### src/rtl/decode_hazard_ctrl_pkg.sv
// Shared types and constants for the decode-stage RAW scheduler.
package decode_hazard_ctrl_pkg;

  localparam int REG_SEL_W      = 3;
  localparam int NUM_REGS       = 8;
  localparam int WB_LAT_DEFAULT = 3;
  localparam logic [REG_SEL_W-1:0] LINK_REG = 3'b111;

  typedef struct packed {
    logic                 v;
    logic [REG_SEL_W-1:0] sel;
  } sb_entry_t;

endpackage

### src/rtl/decode_hazard_ctrl_hazard_cmp.sv
// Matches one decode source register against the in-flight scoreboard entries.
module hazard_cmp
  import decode_hazard_ctrl_pkg::*;
#(
  parameter int N = 2
) (
  input  logic [REG_SEL_W-1:0] src_sel,
  input  logic                 src_used,
  input  sb_entry_t [N-1:0]    entries,
  output logic                 match
);

  logic [N-1:0] hit;

  for (genvar gi = 0; gi < N; gi++) begin : g_cmp
    assign hit[gi] = entries[gi].v && (entries[gi].sel == src_sel);
  end

  assign match = src_used & (|hit);

endmodule

### src/rtl/decode_hazard_ctrl.sv
// Decode RAW scheduler: shift-register scoreboard of pending writes, stall/issue
// generation, wrong-path kill on flush and a saturating stall-cycle counter.
module decode_hazard_ctrl
  import decode_hazard_ctrl_pkg::*;
#(
  parameter int WB_LAT      = WB_LAT_DEFAULT,
  parameter int FLUSH_DEPTH = 1,
  parameter int CNT_W       = 16
) (
  input  logic                 clk,
  input  logic                 rst,
  input  logic                 id_valid,
  input  logic [REG_SEL_W-1:0] id_rs_sel,
  input  logic                 id_rs_used,
  input  logic [REG_SEL_W-1:0] id_rt_sel,
  input  logic                 id_rt_used,
  input  logic                 id_wr_en,
  input  logic [REG_SEL_W-1:0] id_wr_sel,
  input  logic                 flush,
  input  logic                 hold,
  output logic                 stall,
  output logic                 issue,
  output logic [NUM_REGS-1:0]  pend_mask,
  output logic [CNT_W-1:0]     stall_cnt
);

  sb_entry_t [WB_LAT-1:0] sb_q, sb_d;
  logic [CNT_W-1:0]       cnt_q, cnt_d;
  logic                   rs_hit, rt_hit, hazard, hazard_stall;

  // The oldest entry writes back this cycle and is bypassed, so it is excluded.
  hazard_cmp #(.N(WB_LAT-1)) u_cmp_rs (
    .src_sel  (id_rs_sel),
    .src_used (id_rs_used),
    .entries  (sb_q[WB_LAT-2:0]),
    .match    (rs_hit)
  );

  hazard_cmp #(.N(WB_LAT-1)) u_cmp_rt (
    .src_sel  (id_rt_sel),
    .src_used (id_rt_used),
    .entries  (sb_q[WB_LAT-2:0]),
    .match    (rt_hit)
  );

  assign hazard       = rs_hit | rt_hit;
  assign hazard_stall = id_valid & hazard & ~flush & ~hold;
  assign stall        = rst & ((id_valid & hazard & ~flush) | hold);
  assign issue        = rst & id_valid & ~hazard & ~flush & ~hold;
  assign stall_cnt    = cnt_q;

  always_comb begin
    pend_mask = '0;
    for (int k = 0; k < WB_LAT-1; k++) begin
      if (sb_q[k].v) pend_mask[sb_q[k].sel] = 1'b1;
    end
  end

  always_comb begin
    sb_d = sb_q;
    if (!hold) begin
      sb_d[0].v   = issue & id_wr_en;
      sb_d[0].sel = id_wr_sel;
      for (int k = 1; k < WB_LAT; k++) sb_d[k] = sb_q[k-1];
      if (flush) begin
        for (int k = 0; k < FLUSH_DEPTH; k++) sb_d[k].v = 1'b0;
      end
    end
  end

  always_comb begin
    cnt_d = cnt_q;
    if (hazard_stall && !(&cnt_q)) cnt_d = cnt_q + 1'b1;
  end

  always_ff @(posedge clk or negedge rst) begin
    if (!rst) begin
      sb_q  <= '0;
      cnt_q <= '0;
    end else begin
      sb_q  <= sb_d;
      cnt_q <= cnt_d;
    end
  end

endmodule

### config.mk
export PLATFORM = sky130hd
export DESIGN_NAME = decode_hazard_ctrl
export DESIGN_NICKNAME = d
export VERILOG_FILES = /design/src/rtl/decode_hazard_ctrl_pkg.sv /design/src/rtl/decode_hazard_ctrl_hazard_cmp.sv /design/src/rtl/decode_hazard_ctrl.sv
export SDC_FILE = /design/constraint.sdc
export NUM_CORES = 1
export LEC_CHECK = 0
export ABC_AREA = 1
export CAP_MARGIN = 20
export CORE_MARGIN = 2
export CORE_UTILIZATION = 50
export CTS_CLUSTER_SIZE = 30
export DETAILED_ROUTE_END_ITERATION = 8
export PLACE_DENSITY = 0.81
export SYNTH_ARGS = -nofsm -noshare
export SYNTH_HDL_FRONTEND = slang
export SYNTH_HIERARCHICAL = 1
export SYNTH_SLANG_ARGS = --single-unit
### constraint.sdc
create_clock -name clk -period 1.95 [get_ports clk]
set_input_delay 0.39 -clock clk [delete_from_list [all_inputs] [get_ports clk]]
set_output_delay 0.39 -clock clk [all_outputs]
set_load 0.1 [all_outputs]
* Word-level counts from Yosys, hierarchy flattened
Cells that the tools add are included.
Widths: inputs -> output; s select.
** Storage, ports and cells
- Bits in registers :: 24
- Bits of input ports :: 17
- Output and inout port bits :: 26
- Word-level logic and storage cells :: 49
** Cells by class
- Add/subtract/negate cells :: 1
- Order comparisons :: 4
- Equal/unequal tests :: 4
- Muxes and demuxes :: 7
- Bitwise operators :: 17
- Reduce and logical (&&, ||, !) cells :: 11
** Operators by type and width (number)
- $add 16x1->16 const B :: 1
- $mux 8 :: 2
- $reduce_and 16->1 :: 1
- $eq 3x3->1 :: 4
- $and 1x1->1 :: 11
- $lt 3x4->1 const B :: 2
- $or 8x8->8 :: 1
- $logic_and 1x1->1 :: 7
- $demux 1 s3 :: 2
- $ge 3x1->1 const B :: 2
- $reduce_or 2->1 :: 2
- $mux 1 :: 3
- $not 1->1 :: 3
- $or 1x1->1 :: 2
- $logic_not 1->1 :: 1

* Depth between registers and ports, before layout
- Depth after elaboration :: 11
- Depth in mapped cells :: 13
- Mapped depth without buffers :: 13

* Cells and area by module
Netlist, hierarchy kept.
** Modules (own cells, without submodules)
- decode_hazard_ctrl :: instances 1, cells an instance 222, area each 1486.4 µm², seq. area each 600.6 µm²
- hazard_cmp :: instances 2, cells an instance 35, area each 136.4 µm², seq. area each 0.0 µm²

* Least setup slack after synthesis
Ideal clock, no wire load.
- Path type :: reg2out
- Start point :: reg sb_q[4] in the netlist's numbering
- End point :: out issue
- Arrival time :: 3730 ps
- Required time :: 1560 ps
- Path slack :: -2170 ps
- Stages on the path, launching flop included :: 10
- Buffers on the path :: 0
- Cells stage by stage :: dfrtp_1 > inv_1 > nand2_1 > nand2_1 > nor2_1 > nand2_1 > a21oi_2 > inv_1 > nand2_1 > nor4_1
** Between the ends
- Cells in the longest elaborated chain, start to end :: 9
- Elaborated cells on any way between the ends :: 13
- Classes of those cells :: 2 x eq/ne; 7 x bitwise; 4 x reduce/logical
** RTL lines
- start: declaration :: RTL line decode_hazard_ctrl.sv:27 : sb_entry_t [WB_LAT-1:0] sb_q, sb_d;
- start signal: assignment :: RTL line decode_hazard_ctrl.sv:78 : sb_q <= '0;
- start signal: assignment :: RTL line decode_hazard_ctrl.sv:81 : sb_q <= sb_d;
- $eq 3x3->1 :: RTL line decode_hazard_ctrl_hazard_cmp.sv:16 : assign hit[gi] = entries[gi].v && (entries[gi].sel == src_sel);
- $logic_and 1x1->1 :: RTL line decode_hazard_ctrl_hazard_cmp.sv:16
- $reduce_or 2->1 :: RTL line decode_hazard_ctrl_hazard_cmp.sv:19 : assign match = src_used & (|hit);
- $and 1x1->1 :: RTL line decode_hazard_ctrl_hazard_cmp.sv:19
- via rs_hit :: RTL line decode_hazard_ctrl.sv:29 : logic rs_hit, rt_hit, hazard, hazard_stall;
- $or 1x1->1 :: RTL line decode_hazard_ctrl.sv:46 : assign hazard = rs_hit | rt_hit;
- $not 1->1 :: RTL line decode_hazard_ctrl.sv:49 : assign issue = rst & id_valid & ~hazard & ~flush & ~hold;
- $and 1x1->1 (3 in a row) :: RTL line decode_hazard_ctrl.sv:49
- end: declaration :: RTL line decode_hazard_ctrl.sv:22 : output logic issue,
The timed path passes the listed nets, and every way through them passes these cells.

* Worst setup path in the final report
- Start point :: reg sb_q[0] in the netlist's numbering
- End point :: out stall
** Between the ends
- Cells in the longest elaborated chain, start to end :: 9
- Elaborated cells on any way between the ends :: 13
- Classes of those cells :: 2 x eq/ne; 7 x bitwise; 4 x reduce/logical
** RTL lines
- $eq 3x3->1 :: RTL line decode_hazard_ctrl_hazard_cmp.sv:16
- $logic_and 1x1->1 :: RTL line decode_hazard_ctrl_hazard_cmp.sv:16
- $reduce_or 2->1 :: RTL line decode_hazard_ctrl_hazard_cmp.sv:19
- $and 1x1->1 :: RTL line decode_hazard_ctrl_hazard_cmp.sv:19
- via rs_hit :: RTL line decode_hazard_ctrl.sv:29
- $or 1x1->1 :: RTL line decode_hazard_ctrl.sv:46
- $and 1x1->1 (2 in a row) :: RTL line decode_hazard_ctrl.sv:48 : assign stall = rst & ((id_valid & hazard & ~flush) | hold);
- $or 1x1->1 :: RTL line decode_hazard_ctrl.sv:48
- $and 1x1->1 :: RTL line decode_hazard_ctrl.sv:48
- end: declaration :: RTL line decode_hazard_ctrl.sv:21 : output logic stall,
The timed path passes the listed nets, and every way through them passes these cells.

==> reports/qor.csv <==
stage;metric;value;unit
status;status;finished with violations;
status;violations;negative setup slack;
timing;clock_skew;0.0198;ns
placed_design;routabilityCongestion;0.881;
synthesis;yosys_warnings;6;
synthesis;netlist_top_cells_area;dfrtp_1 (34%), nand2_1 (26%), inv_1 (11%), nor2_1 (7.5%), nand3_1 (4.6%);
floorplanning;start_util;0.523;
power_and_ir_drop;cellPowerDensity;505;mW/mm²
clocking;htreeDepth;1;
routing;drt-total-wl;5180;µm
final_layout;layout.cells.non_filler;399;
global_route;grtUsageMet3;0.0214;
timing;post-route-min-period;2.24;ns
critical_path;cp_data_arrival_time;1.85;ns
synthesis;syn_inst;292;
timing;report.final.setup_viol;2;
floorplanning;die_x;63.3;µm
routing;postRouteAntennaNets;0;
routing;viasPerCell;5.01;
critical_path;crit_path_start;sb_q[0];
final_layout;layout_commonest_cell;nand2_1;
routing;wl_per_cell;13.0;µm
final_layout;antenna_cells;0;
floorplanning;num_rows;21;
floorplanning;coreArea;0.00336;mm²
clocking;clockBufferDepth;2;
critical_path;rr_worst_depth;14;
global_route;grt_most_used_layer;met2;
final_layout;nets;372;
synthesis;syn_area;0.00176;mm²
global_route;grtUsageMet1;0.353;
global_route;antenna_found_initial;0;
global_route;grtUsageTotal;0.254;
global_route;grt_pass1_wl;8190;µm
synthesis;yosys.area.top_type_share;0.341;
final_layout;layout-drive-gt1-share;0.266;
timing;worst_pin_slew;0.361;ns
worst_hold_path;hold_path_class;in -> async;
critical_path;worstSetupPathType;reg -> out;
power_and_ir_drop;p_leak;0.00136;µW
flow_run;maxCapViolCount;0;
timing;setup_tns;-0.574;ns
critical_path;startpoint_type;register;
placed_design;port_buffers;42;
timing;layout_setup_ws;-0.293;ns
placed_design;dp_cells;395;
critical_path;crit_end;stall;
timing;finalMaxSlewViolations;0;
clocking;cts.clk_slew.worst_paths;0.15;ns
final_layout;layout_common_cells;nand2_1 (116), inv_1 (47), nor2_1 (29);
clocking;cts_tree;done;
synthesis;synth_top_area_cell;dfrtp_1;
routing;drt-initial-drc-count;106;
synthesis;ys_types;22;
critical_path;reg2reg_slack;0.12;ns
global_route;grt-ovfl-total;0;
routing;num_vias;2000;
clocking;cts.sinks;24;
floorplanning;dieArea;0.00401;mm²
synthesis;synth_seq_cells;24;
synthesis;synth_fp_nets;310;
critical_path;critical_path.endpoint_type;output port;
clocking;root_buffer;clkbuf_4;
timing;rsz0062_at_grt;true;
synthesis;ys_seq_area_frac;0.341;
floorplanning;die_h;63.3;µm
global_route;grt_max_degree;25;
final_layout;design_area;0.00281;mm²
power_and_ir_drop;ir_drop;0.000598;V
clocking;insertion_delay;0.32;ns
placed_design;place_hpwl;3860;µm
routing;dr.pass1.iters;4;
critical_path;reg2reg_to;stall_cnt[9];
final_layout;area_delta_synth_final;59.7;%
synthesis;syn_area_per_cell;6.02;µm²
final_layout;nFillCells;216;
routing;route.detailed.drc;0;
timing;layout_worst_path_cycle_share;1.15;
placed_design;dpl-instance-area;0.00266;mm²
global_route;grt_pass1_vias;1826;
timing;slew_headroom;0.759;
critical_path;worstPathMaxFanout;5;
placed_design;pre_cts_slack;-0.470;ns
clocking;numCtsBuffers;3;
critical_path;critical_path_required;1.56;ns
final_layout;final_core_util;0.835;
timing;hold_viol_final;0;
global_route;global_route.usage.met2;0.423;
critical_path;regToRegStartpoint;sb_q[0];
floorplanning;io_pins;43;
timing;fmax;0.446;GHz
cells by family (layout without fill, tap and decap cells):
logic type | after synthesis | after routing | synth area share
AO/OA/AOI/OAI | 21 | 21 | 0.0690
XOR/XNOR | 5 | 5 | 0.0249
buffers and inverters | 56 | 117 | 0.124
AND/OR/NAND/NOR | 185 | 185 | 0.434
flip-flops | 24 | 24 | 0.341
adder cells (fa/ha/maj) | 1 | 1 | 0.00711
report_power, final:
| part | leakage (µW) | switching [µW] | internal, µW |
|---|---|---|---|
| clock | 0.0000279 | 154 | 208 |
| combinational | 0.00103 | 303 | 175 |
| sequential | 0.000302 | 48.5 | 529 |
area by class of cell:
cell class                      instances  area (µm²)  area share
Clock inverter                          1        30.0      0.0107
Timing Repair Buffer                   59         801       0.285
Clock buffer                            3        22.5     0.00802
Sequential cell                        24         608       0.216
Inverter                               54         203      0.0722
Tap cell                               46        57.6      0.0205
Multi-Input combinational cell        212        1090       0.387
worst min path at each step:
stage / startpoint / end / slack, ns / cells after the start
final: rst / stall_cnt[10] / 0.45 / 2
after global routing: rst / stall_cnt[10] / 0.47 / 2
after CTS: rst / stall_cnt[8] / 0.47 / 2
after detailed placement: stall_cnt[0] / stall_cnt[0] / 0.55 / 2
after global placement: stall_cnt[0] / stall_cnt[0] / 0.55 / 2
after floorplan: rst / sb_q[0] / 0.09 / 0
flip-flops by register name, indices dropped and copies added, names as in the netlist:
| signal | count |
|---|---|
| stall_cnt | 16 |
| sb_q | 8 |
critical path, stage by stage (launching register included):
cell and delay [ns]:
dfrtp_1 0.45, inv_1 0.06, nand2_1 0.06, nand2_1 0.06, nor2_2 0.10, nand2_1 0.07, a21oi_2 0.12, inv_1 0.06
nand2_2 0.07, inv_1 0.05, nor2_2 0.08, nor2_2 0.06, nor2_4 0.13, buf_12 0.18
cell usage after synthesis (all sizes together):
cell	number
nand3	16
ha	1
nor3	1
clkbuf	1
clkinv	1
a21oi	2
o21ai	17
dfrtp	24
inv	53
o32ai	1
nand4	6
o22ai	1
buf	1
nor2	39
nor4	1
nand2	122
xor2	5
layer usage:
metal	vias to the layer above	part of all wire	wire length [µm]
met5	-	0	0
met4	0	0.018	93
met3	12	0.040	205
met2	65	0.51	2620
met1	919	0.44	2260
li1	1004	-	-
per-stage QoR:
stage / total power [µW] / hold slack [ns]
2_1_floorplan: 837 / 0.0944
3_3_place_gp: 1030 / 0.551
3_5_place_dp: 1040 / 0.551
4_1_cts: 1400 / 0.471
5_1_grt: 1480 / 0.467
6_report: 1420 / 0.449
repair_timing:
item,CTS,global route
pin swaps,4,12
hold buffers,0,0
endpoints found under the setup margin,21,25
buffers inserted,1,1
gates resized for setup,11,26
Note: power is estimated with default switching activity, not from simulation.
